==> src/rtl/vdp_sprite_update_scheduler.sv <==
// rtl/vdp_sprite_update_scheduler.sv - queues sprite writes and applies them only during vblank
module vdp_sprite_update_scheduler #(
  parameter int N_SPRITES          = 8,
  parameter int SPRITE_INDEX_WIDTH = 3,
  parameter int ROW_INDEX_WIDTH    = 3,
  parameter int DATA_WIDTH         = 32,
  parameter int FIFO_DEPTH         = 16,
  parameter int FIFO_PTR_WIDTH     = 4
) (
  input  logic                          clk,
  input  logic                          reset,
  input  logic                          cmd_valid,
  output logic                          cmd_ready,
  input  logic [SPRITE_INDEX_WIDTH-1:0] cmd_sprite,
  input  logic                          cmd_is_xy,
  input  logic [ROW_INDEX_WIDTH-1:0]    cmd_row,
  input  logic [DATA_WIDTH-1:0]         cmd_data,
  input  logic                          vblank,
  input  logic                          clear_overflow,
  output logic [N_SPRITES-1:0]          xy_we,
  output logic [N_SPRITES-1:0]          row_we,
  output logic [ROW_INDEX_WIDTH-1:0]    wr_row_index,
  output logic [DATA_WIDTH-1:0]         wr_data,
  output logic [FIFO_PTR_WIDTH:0]       pending,
  output logic                          overflow,
  output logic                          busy
);

  typedef enum logic {ST_HOLD, ST_DRAIN} state_t;

  localparam int ENTRY_W = SPRITE_INDEX_WIDTH + 1 + ROW_INDEX_WIDTH + DATA_WIDTH;
  localparam logic [FIFO_PTR_WIDTH:0] DEPTH_C = (FIFO_PTR_WIDTH+1)'(FIFO_DEPTH);

  logic [ENTRY_W-1:0]            mem_q [FIFO_DEPTH];
  logic [FIFO_PTR_WIDTH-1:0]     wr_ptr_q, rd_ptr_q;
  logic [FIFO_PTR_WIDTH:0]       count_q, count_d;
  state_t                        state_q, state_d;
  logic                          overflow_q, overflow_d;
  logic [N_SPRITES-1:0]          xy_we_q, xy_we_d, row_we_q, row_we_d;
  logic [ROW_INDEX_WIDTH-1:0]    wr_row_q, wr_row_d;
  logic [DATA_WIDTH-1:0]         wr_data_q, wr_data_d;

  logic                          full, empty, push, pop;
  logic [ENTRY_W-1:0]            rd_entry;
  logic [SPRITE_INDEX_WIDTH-1:0] rd_sprite;
  logic                          rd_is_xy;
  logic [ROW_INDEX_WIDTH-1:0]    rd_row;
  logic [DATA_WIDTH-1:0]         rd_data;
  logic [N_SPRITES-1:0]          rd_onehot;

  assign full  = (count_q == DEPTH_C);
  assign empty = (count_q == '0);
  assign push  = cmd_valid && !full;
  assign pop   = (state_q == ST_DRAIN) && vblank && !empty;

  assign rd_entry = mem_q[rd_ptr_q];
  assign {rd_sprite, rd_is_xy, rd_row, rd_data} = rd_entry;

  always_comb begin
    rd_onehot = '0;
    // Out-of-range sprite indices are consumed silently.
    if (32'(rd_sprite) < N_SPRITES) rd_onehot = N_SPRITES'(1) << rd_sprite;
  end

  always_comb begin
    count_d = count_q;
    case ({push, pop})
      2'b10:   count_d = count_q + 1'b1;
      2'b01:   count_d = count_q - 1'b1;
      default: count_d = count_q;
    endcase
  end

  always_comb begin
    overflow_d = overflow_q;
    if (cmd_valid && full) overflow_d = 1'b1;
    else if (clear_overflow) overflow_d = 1'b0;
  end

  always_comb begin
    state_d = state_q;
    case (state_q)
      ST_HOLD:  if (vblank && !empty) state_d = ST_DRAIN;
      ST_DRAIN: if (!vblank || count_d == '0) state_d = ST_HOLD;
      default:  state_d = ST_HOLD;
    endcase
  end

  always_comb begin
    xy_we_d  = '0;
    row_we_d = '0;
    wr_row_d = wr_row_q;
    wr_data_d = wr_data_q;
    if (pop) begin
      if (rd_is_xy) xy_we_d = rd_onehot;
      else          row_we_d = rd_onehot;
      wr_row_d  = rd_row;
      wr_data_d = rd_data;
    end
  end

  always_ff @(posedge clk) begin
    if (push) mem_q[wr_ptr_q] <= {cmd_sprite, cmd_is_xy, cmd_row, cmd_data};
  end

  always_ff @(posedge clk) begin
    if (reset) begin
      wr_ptr_q   <= '0;
      rd_ptr_q   <= '0;
      count_q    <= '0;
      state_q    <= ST_HOLD;
      overflow_q <= 1'b0;
      xy_we_q    <= '0;
      row_we_q   <= '0;
      wr_row_q   <= '0;
      wr_data_q  <= '0;
    end else begin
      if (push) wr_ptr_q <= wr_ptr_q + 1'b1;
      if (pop)  rd_ptr_q <= rd_ptr_q + 1'b1;
      count_q    <= count_d;
      state_q    <= state_d;
      overflow_q <= overflow_d;
      xy_we_q    <= xy_we_d;
      row_we_q   <= row_we_d;
      wr_row_q   <= wr_row_d;
      wr_data_q  <= wr_data_d;
    end
  end

  assign cmd_ready    = !full;
  assign xy_we        = xy_we_q;
  assign row_we       = row_we_q;
  assign wr_row_index = wr_row_q;
  assign wr_data      = wr_data_q;
  assign pending      = count_q;
  assign overflow     = overflow_q;
  assign busy         = (state_q == ST_DRAIN);

endmodule

==> config.mk <==
export PLATFORM = sky130hd
export DESIGN_NAME = vdp_sprite_update_scheduler
export DESIGN_NICKNAME = d
export VERILOG_FILES = /design/src/rtl/vdp_sprite_update_scheduler.sv
export SDC_FILE = /design/constraint.sdc
export NUM_CORES = 1
export LEC_CHECK = 0
export BUFFER_PORTS_ARGS = -buffer_cell sky130_fd_sc_hd__clkbuf_2
export CAP_MARGIN = 5
export CORE_ASPECT_RATIO = 1.1
export CORE_MARGIN = 3
export CORE_UTILIZATION = 27
export DETAILED_ROUTE_END_ITERATION = 7
export GPL_TIMING_DRIVEN = 0
export HOLD_SLACK_MARGIN = 0.03
export PLACE_DENSITY_LB_ADDON = 0.2
export SLEW_MARGIN = 0
export SYNTH_ARGS = -nofsm -noshare
export SYNTH_HDL_FRONTEND = slang
export SYNTH_SLANG_ARGS = --single-unit
==> constraint.sdc <==
create_clock -name clk -period 5.1 [get_ports clk]
set_clock_uncertainty 0.1 [all_clocks]
set_input_delay 1.02 -clock clk [delete_from_list [all_inputs] [get_ports clk]]
set_output_delay 1.02 -clock clk [all_outputs]
set_load 0.05 [all_outputs]
==> results by group, run 1 <==
STA
  • Fin crit period: approximately 3700 ps
  • Slew headroom: ~26%
  • Fin Hold WS: 387 ps
  • Final hold vios: 0
  • Max Freq: 0.272 GHz
  • RSZ-0062 raised after global routing: false
  • Max Slew Vio Count: 0
  • Fin crit share: 72.2%
  • Worst Max-Slew Pin Slew: between 1000 and 1500 ps
  • # setup viols final: 0

Logic synthesis
  • Syn Inst Count: 1,258
  • Seq/Total Area, Yosys: 77.7%
  • Top-area cell type share of the netlist area: between 70% and 80%
  • Top cells by area, synth: edfxtp_1 72%, mux4_2 14%, dfxtp_1 5.4%
  • Mapped Area: approximately 26,000 µm²
  • YS warnings: 0
  • Yosys top cell by area: edfxtp_1
  • Synth cell types: 44
  • Syn Nets: between 1k and 1.5k
  • Seq cells post-synth: between 600 and 700
  • Average cell area after synthesis: 20.6 µm²

Run
  • Max cap viols: 0

Critical path
  • RR Endpoint: busy
  • Worst Setup Start Kind: flop
  • Critical-path maximum fanout: 9
  • Arr. time, crit path: 4070 ps
  • R2R setup slack: between 1000 and 1500 ps
  • Worst setup EP type: flop
  • Critical path class: reg2reg
  • R2r worst-path depth: 13
  • Worst path required time: 5490 ps
  • Reg-to-Reg Start: pending[2]

Place
  • Port-buffer cells: just over 100
  • GPL Wtd Cong: 0.697
  • Post-Place Cells: about 2.7k
  • Detailed Place HPWL: roughly 44,000 µm

Clock network
  • Htree depth: 3
  • Post-CTS sizing: 0
  • Clock sinks: 694
  • Clock Tree Root: clkbuf_16
  • Hold Buf Count CTS: 0
  • Post-CTS Setup Repair Bufs: 0
  • Cts bufs inserted: 77
  • Worst-Skew Late Latency: ~620 ps
  • CTS clock-pin slew for the worst setup and hold paths: around 60 ps
  • Max clock buf depth: 3
  • TritonCTS clock tree: built

Final layout
  • Nets@finish: 1,531
  • Non-Filler Instances: between 2k and 3k
  • Commonest non-fill, non-tap cell in the layout: edfxtp_1
  • Most frequent cells in the layout: 624 x edfxtp_1, 156 x mux4_2, 101 x clkbuf_2
  • Share of cells above drive strength 1: 29.9%
  • Area grow syn2layout: 21.4%

Floorplan
  • Ports: 103
  • DIE WIDTH: 301 µm
  • Core Region: about 95,000 µm²
  • Die H: 331 µm
  • Die area: approximately 100,000 µm²
  • Row cnt: ~120
  • Starting Density: a little over a quarter

Drt
  • Vias: between 10k and 15k
  • Vias per cell: approximately 4.6
  • Antenna violation net count after detailed routing: 0
  • Final WL: between 60,000 and 70,000 µm
  • Wire per inst: between 20 and 25 µm
  • DRC Markers: 0
  • Detailed Route Iter0 Violations: around 1.1k
  • DR pass1 iterations: 5

Outcome
  • Outcome: finished, final reports clean

Power
  • Power, Total: 12,400 µW
  • Leak: between 0.009 and 0.01 µW
  • P per Cell Area: slightly below 400 nW/µm²
  • Worst VDD drop: roughly 0.22 mV

Global route
  • Initial antenna violation count: 3
  • Total Routing Usage GR: 13.6%
  • Vias in the first global route: 13.7k
  • Largest net degree at the start of global routing: 22
  • Total gr overflow: 0
  • First-pass GRT wire length: slightly below 100,000 µm

Worst hold path
  • Worst hold stages: 2
  • WHS Endpoint: wr_data[5]
  • Hold Crit Class: reg2reg
  • Hold path start: wr_data[5]
[cells in the mapped netlist (all sizes together)]
cell,number
nand3b,6
xnor2,3
nand3,5
o211ai,1
nor2b,5
and3b,1
mux2i,4
a21boi,1
buf,36
or3,1
mux4,157
a31oi,1
edfxtp,624
a32oi,1
nor2,83
nor3b,3
inv,6
clkbuf,38
xor2,6
nor4b,1
and2,1
nor3,7
a21oi,79
o21a,3
ha,8
a311oi,1
o311ai,1
a22oi,70
nand4,1
or4,2
dfxtp,70
nand2,14
o21ai,6
mux2,1
nor4,3
a211o,1
a211oi,2
nand2b,5
[cell families (layout without fill, tap and decap cells)]
| family | count (synthesis) | after routing | share of synthesized area (%) |
|---|---|---|---|
| buffers and inverters | 80 | 364 | 1.34 |
| adders and majority gates | 8 | 8 | 0.386 |
| AOI/OAI and AO/OA | 167 | 167 | 4.03 |
| other | 0 | 1 | 0 |
| xor gates and xnor gates | 9 | 9 | 0.304 |
| and+or+nand+nor | 138 | 138 | 2.42 |
| DFF | 694 | 694 | 77.7 |
| muxes | 162 | 162 | 13.8 |
[worst max-delay path, stage by stage (launching register included)]
cell and delay [ps]:
dfxtp_1 310, clkbuf_1 190, or4_1 570, o211ai_1 390, inv_1 210, ha_1 220
clkbuf_1 180, xor2_1 200, ha_1 240, a21oi_1 160, mux2i_1 240, xor2_1 210
nor3b_1 220, a31oi_1 100
[state kept, by name, indices dropped and copies added, names as in the netlist, named ones only]
signal,count
busy,1
mem_q,624
overflow,1
pending,5
rd_ptr_q,4
row_we,8
wr_data,32
wr_ptr_q,4
wr_row_index,3
xy_we,8
[power breakdown]
part           switching [µW]  total (µW)  internal (µW)  leakage, µW
sequential               20.7        6280           6260      0.00620
combinational             263         400            137      0.00246
clock                    2240        5690           3450      0.00128
[stage by stage]
step	instance area (µm²)	TNS, ps	utilization, %	worst slack (ps)
2_1_floorplan	25900	0	-	80.9
3_3_place_gp	28000	-1278890	29.6	-4040
3_5_place_dp	28900	0	30.5	1050
4_1_cts	31500	0	33.3	1300
5_1_grt	31500	0	33.3	1070
6_report	31500	0	33.3	1420
[layout make-up]
type	instances	area (µm²)
fill	8892	63200
sequential	694	20100
multi-input combinational	484	5550
clock buffer	109	2220
tap	1260	1580
timing repair buffer	142	1250
clock inverter	33	387
buffer	74	324
inverter	6	22.5
antenna	1	2.50
[worst max path at each step]
stage / cells after the start / start / to
floorplan: 5 / pending[1] / mem_q[3][0]
global placement: 4 / cmd_valid / mem_q[0][15]
detailed placement: 7 / cmd_valid / mem_q[0][15]
CTS: 8 / pending[1] / mem_q[0][7]
global route: 13 / pending[1] / busy
finish: 13 / pending[2] / busy
[per-layer routing]
metal  wire length, µm  up-vias  track usage (%)
met5                20        -                0
met4              1030        4             3.88
met3              3400       75             2.73
met2             34000      299             23.1
met1             28700     6800             17.6
li1                  -     5649                -
Power figures use the tool's default switching activity.
==> inputs of run 2 (changes only) <==
==> constraint.sdc (replaced) <==
create_clock -name clk -period 3.7 [get_ports clk]
set_clock_uncertainty 0.1 [all_clocks]
set_input_delay 0.74 -clock clk [delete_from_list [all_inputs] [get_ports clk]]
set_output_delay 0.74 -clock clk [all_outputs]
set_load 0.05 [all_outputs]
==> results by group, run 2 (synthesis gave the netlist of run 1 again) <==
Outcome
  • Outcome: finished, final reports clean

Final layout
  • Share of cells above drive strength 1: a little under a third
  • Final Cell Area: 31,600 µm²
  • N_diodes: 0
  • Most flops, register: mem_q
  • Area grow syn2layout: 21.7%
  • Most frequent cells in the layout: 624 x edfxtp_1, 156 x mux4_2, 103 x clkbuf_2
  • Commonest non-fill, non-tap cell in the layout: edfxtp_1
  • Final core occ: between 30% and 40%
  • Largest register FFs: approximately 620
  • Fillcell total: between 9k and 10k
  • Nets@finish: approximately 1.5k

Clock network
  • Cts bufs inserted: 76
  • TritonCTS clock tree: built
  • Htree depth: 3
  • Worst-Skew Late Latency: about 600 ps
  • Max clock buf depth: 3
  • Clock Tree Root: clkbuf_16
  • Clock sinks: between 600 and 700
  • Hold Buf Count CTS: 0
  • CTS clock-pin slew for the worst setup and hold paths: ~60 ps

Critical path
  • R2R setup slack: approximately 230 ps
  • CP top delay family: simple AND/OR/NAND/NOR gates
  • Worst path required time: 4090 ps
  • Critical path buffer and inverter count: 3
  • Slowest stage delay, CP: 540 ps
  • RR Endpoint: busy
  • Reg-to-Reg Start: pending[1]
  • Crit path capture: busy
  • Worst setup EP type: flop
  • Critical path class: reg2reg
  • R2r worst-path depth: 13
  • Arr. time, crit path: 3860 ps
  • Critical-path maximum fanout: 10
  • Worst Setup Start Kind: flop
  • Crit path cell chain: clkbuf_1 -> or4_1 -> o211ai_1 -> inv_2 -> ha_1 -> clkbuf_1 -> xor2_1 -> ha_1 -> a21oi_1 -> mux2i_1 -> xor2_1 -> nor3b_2 -> a31oi_1
  • Critical Path Start: pending[1]
  • Slowest CP cell: or4_1
  • Worst path depth: 13

Global route
  • Total Routing Usage GR: between 10% and 20%
  • Total gr overflow: 0
  • Initial antenna violation count: 2
  • First-pass GRT wire length: roughly 100,000 µm
  • Largest net degree at the start of global routing: 22
  • Vias in the first global route: 13.8k

Drt
  • DRC Markers: 0
  • Antenna violation net count after detailed routing: 0
  • Vias per cell: 4.68
  • Final WL: roughly 68,000 µm
  • Detailed Route Iter0 Violations: between 800 and 900
  • Wire per inst: about 24 µm
  • Vias: roughly 13k
  • DR pass1 iterations: 4

STA
  • Final hold vios: 0
  • Fin crit period: approximately 3500 ps
  • Worst Max-Slew Pin Slew: roughly 990 ps
  • Slew headroom: roughly 34%
  • Fin Hold WS: between 200 and 300 ps
  • Max Slew Vio Count: 0
  • Fin crit share: between 90% and 100%
  • Final Worst Setup Slack: between 200 and 250 ps
  • RSZ-0062 raised after global routing: true
  • Max Freq: 0.288 GHz
  • # setup viols final: 0

Floorplan
  • Row cnt: between 100 and 150
  • DIE WIDTH: approximately 300 µm
  • Starting Density: 27.4%
  • Die area: about 100,000 µm²
  • Die H: ~330 µm
  • Ports: 103
  • Core Region: 94,600 µm²

Place
  • GPL Wtd Cong: ~0.69
  • Placement Setup Slack: -2.57 ps
  • Port-buffer cells: just over 100
  • Detailed Place HPWL: between 40,000 and 50,000 µm
  • Placed cell areas: ~29,000 µm²

Power
  • P per Cell Area: approximately 540 nW/µm²
  • Clock power share: 45.5%
  • Leak: just under 0.01 µW
  • Comb pwr share: about 3.4%
  • Internal: 13,500 µW
  • Power, Total: about 17,000 µW
  • Reg power frac: 51.1%
  • NetSw: 3440 µW
  • Switching Share: between 20% and 30%
  • Worst VDD drop: 0.251 mV

Worst hold path
  • Hold Crit Class: in2reg

Run
  • Max cap viols: 0
-- run 2: cell types whose count changed in the layout (fill, tap and decap cells not counted), sizes merged --
cell    before  now
clkbuf     248  239
diode        1    0
bufinv       8    9
clkinv      20   24
buf         77   73
-- run 2: cell type report --
cell class | instances | area [µm²] | area share, %
Buffer | 74 | 325 | 1.03
Multi-Input combinational cell | 484 | 5590 | 17.7
Clock buffer | 100 | 2130 | 6.74
Clock inverter | 38 | 432 | 1.37
Sequential cell | 694 | 20100 | 63.8
Inverter | 6 | 22.5 | 0.0713
Timing Repair Buffer | 138 | 1350 | 4.27
Tap cell | 1260 | 1580 | 4.99
-- run 2: worst min-delay path by stage --
| stage | depth (start not counted) | startpoint | to |
|---|---|---|---|
| finish | 3 | vblank | busy |
| global route | 3 | vblank | busy |
| CTS | 3 | vblank | busy |
| detailed placement | 2 | wr_data[5] | wr_data[5] |
| global placement | 2 | wr_data[14] | wr_data[14] |
| floorplan | 2 | rd_ptr_q[3] | flop |
-- run 2: per-layer routing --
metal	track usage (%)	up-vias	routed length, µm
met5	0	-	0
met4	4.24	0	1560
met3	2.73	91	3520
met2	23.0	314	33500
met1	17.8	7051	29000
li1	-	5620	-
-- run 2: timing repair --
item | in CTS | in global routing
endpoints found under the setup margin | 1 | 39
setup buffers | 1 | 0
pin swaps | 1 | 1
resized for setup | 0 | 6
-- run 2: per-stage QoR --
step | TNS (ps) | cells
global route | -45.6 | 2794
finish | 0 | 2794
global placement | -1431830 | 2619
detailed placement | -2.57 | 2654
CTS | 0 | 2793
floorplan | -107240 | 1258
-- run 2: worst register-to-register path, cell delays in order (launching register included) --
cell and delay (ps):
dfxtp_1 310, clkbuf_1 220, or4_1 540, o211ai_1 300
inv_2 120, ha_1 190, clkbuf_1 190, xor2_1 200
ha_1 240, a21oi_1 180, mux2i_1 270, xor2_1 200
nor3b_2 200, a31oi_1 100
-- run 2: power groups by stage --
stage | Clock [µW] | Sequential [µW] | Combinational (µW)
3_5_place_dp | 0 | 8830 | 587
3_3_place_gp | 0 | 8830 | 519
5_1_grt | 8260 | 8670 | 634
4_1_cts | 7930 | 8660 | 590
2_1_floorplan | 0 | 8860 | 254
6_report | 7720 | 8660 | 578
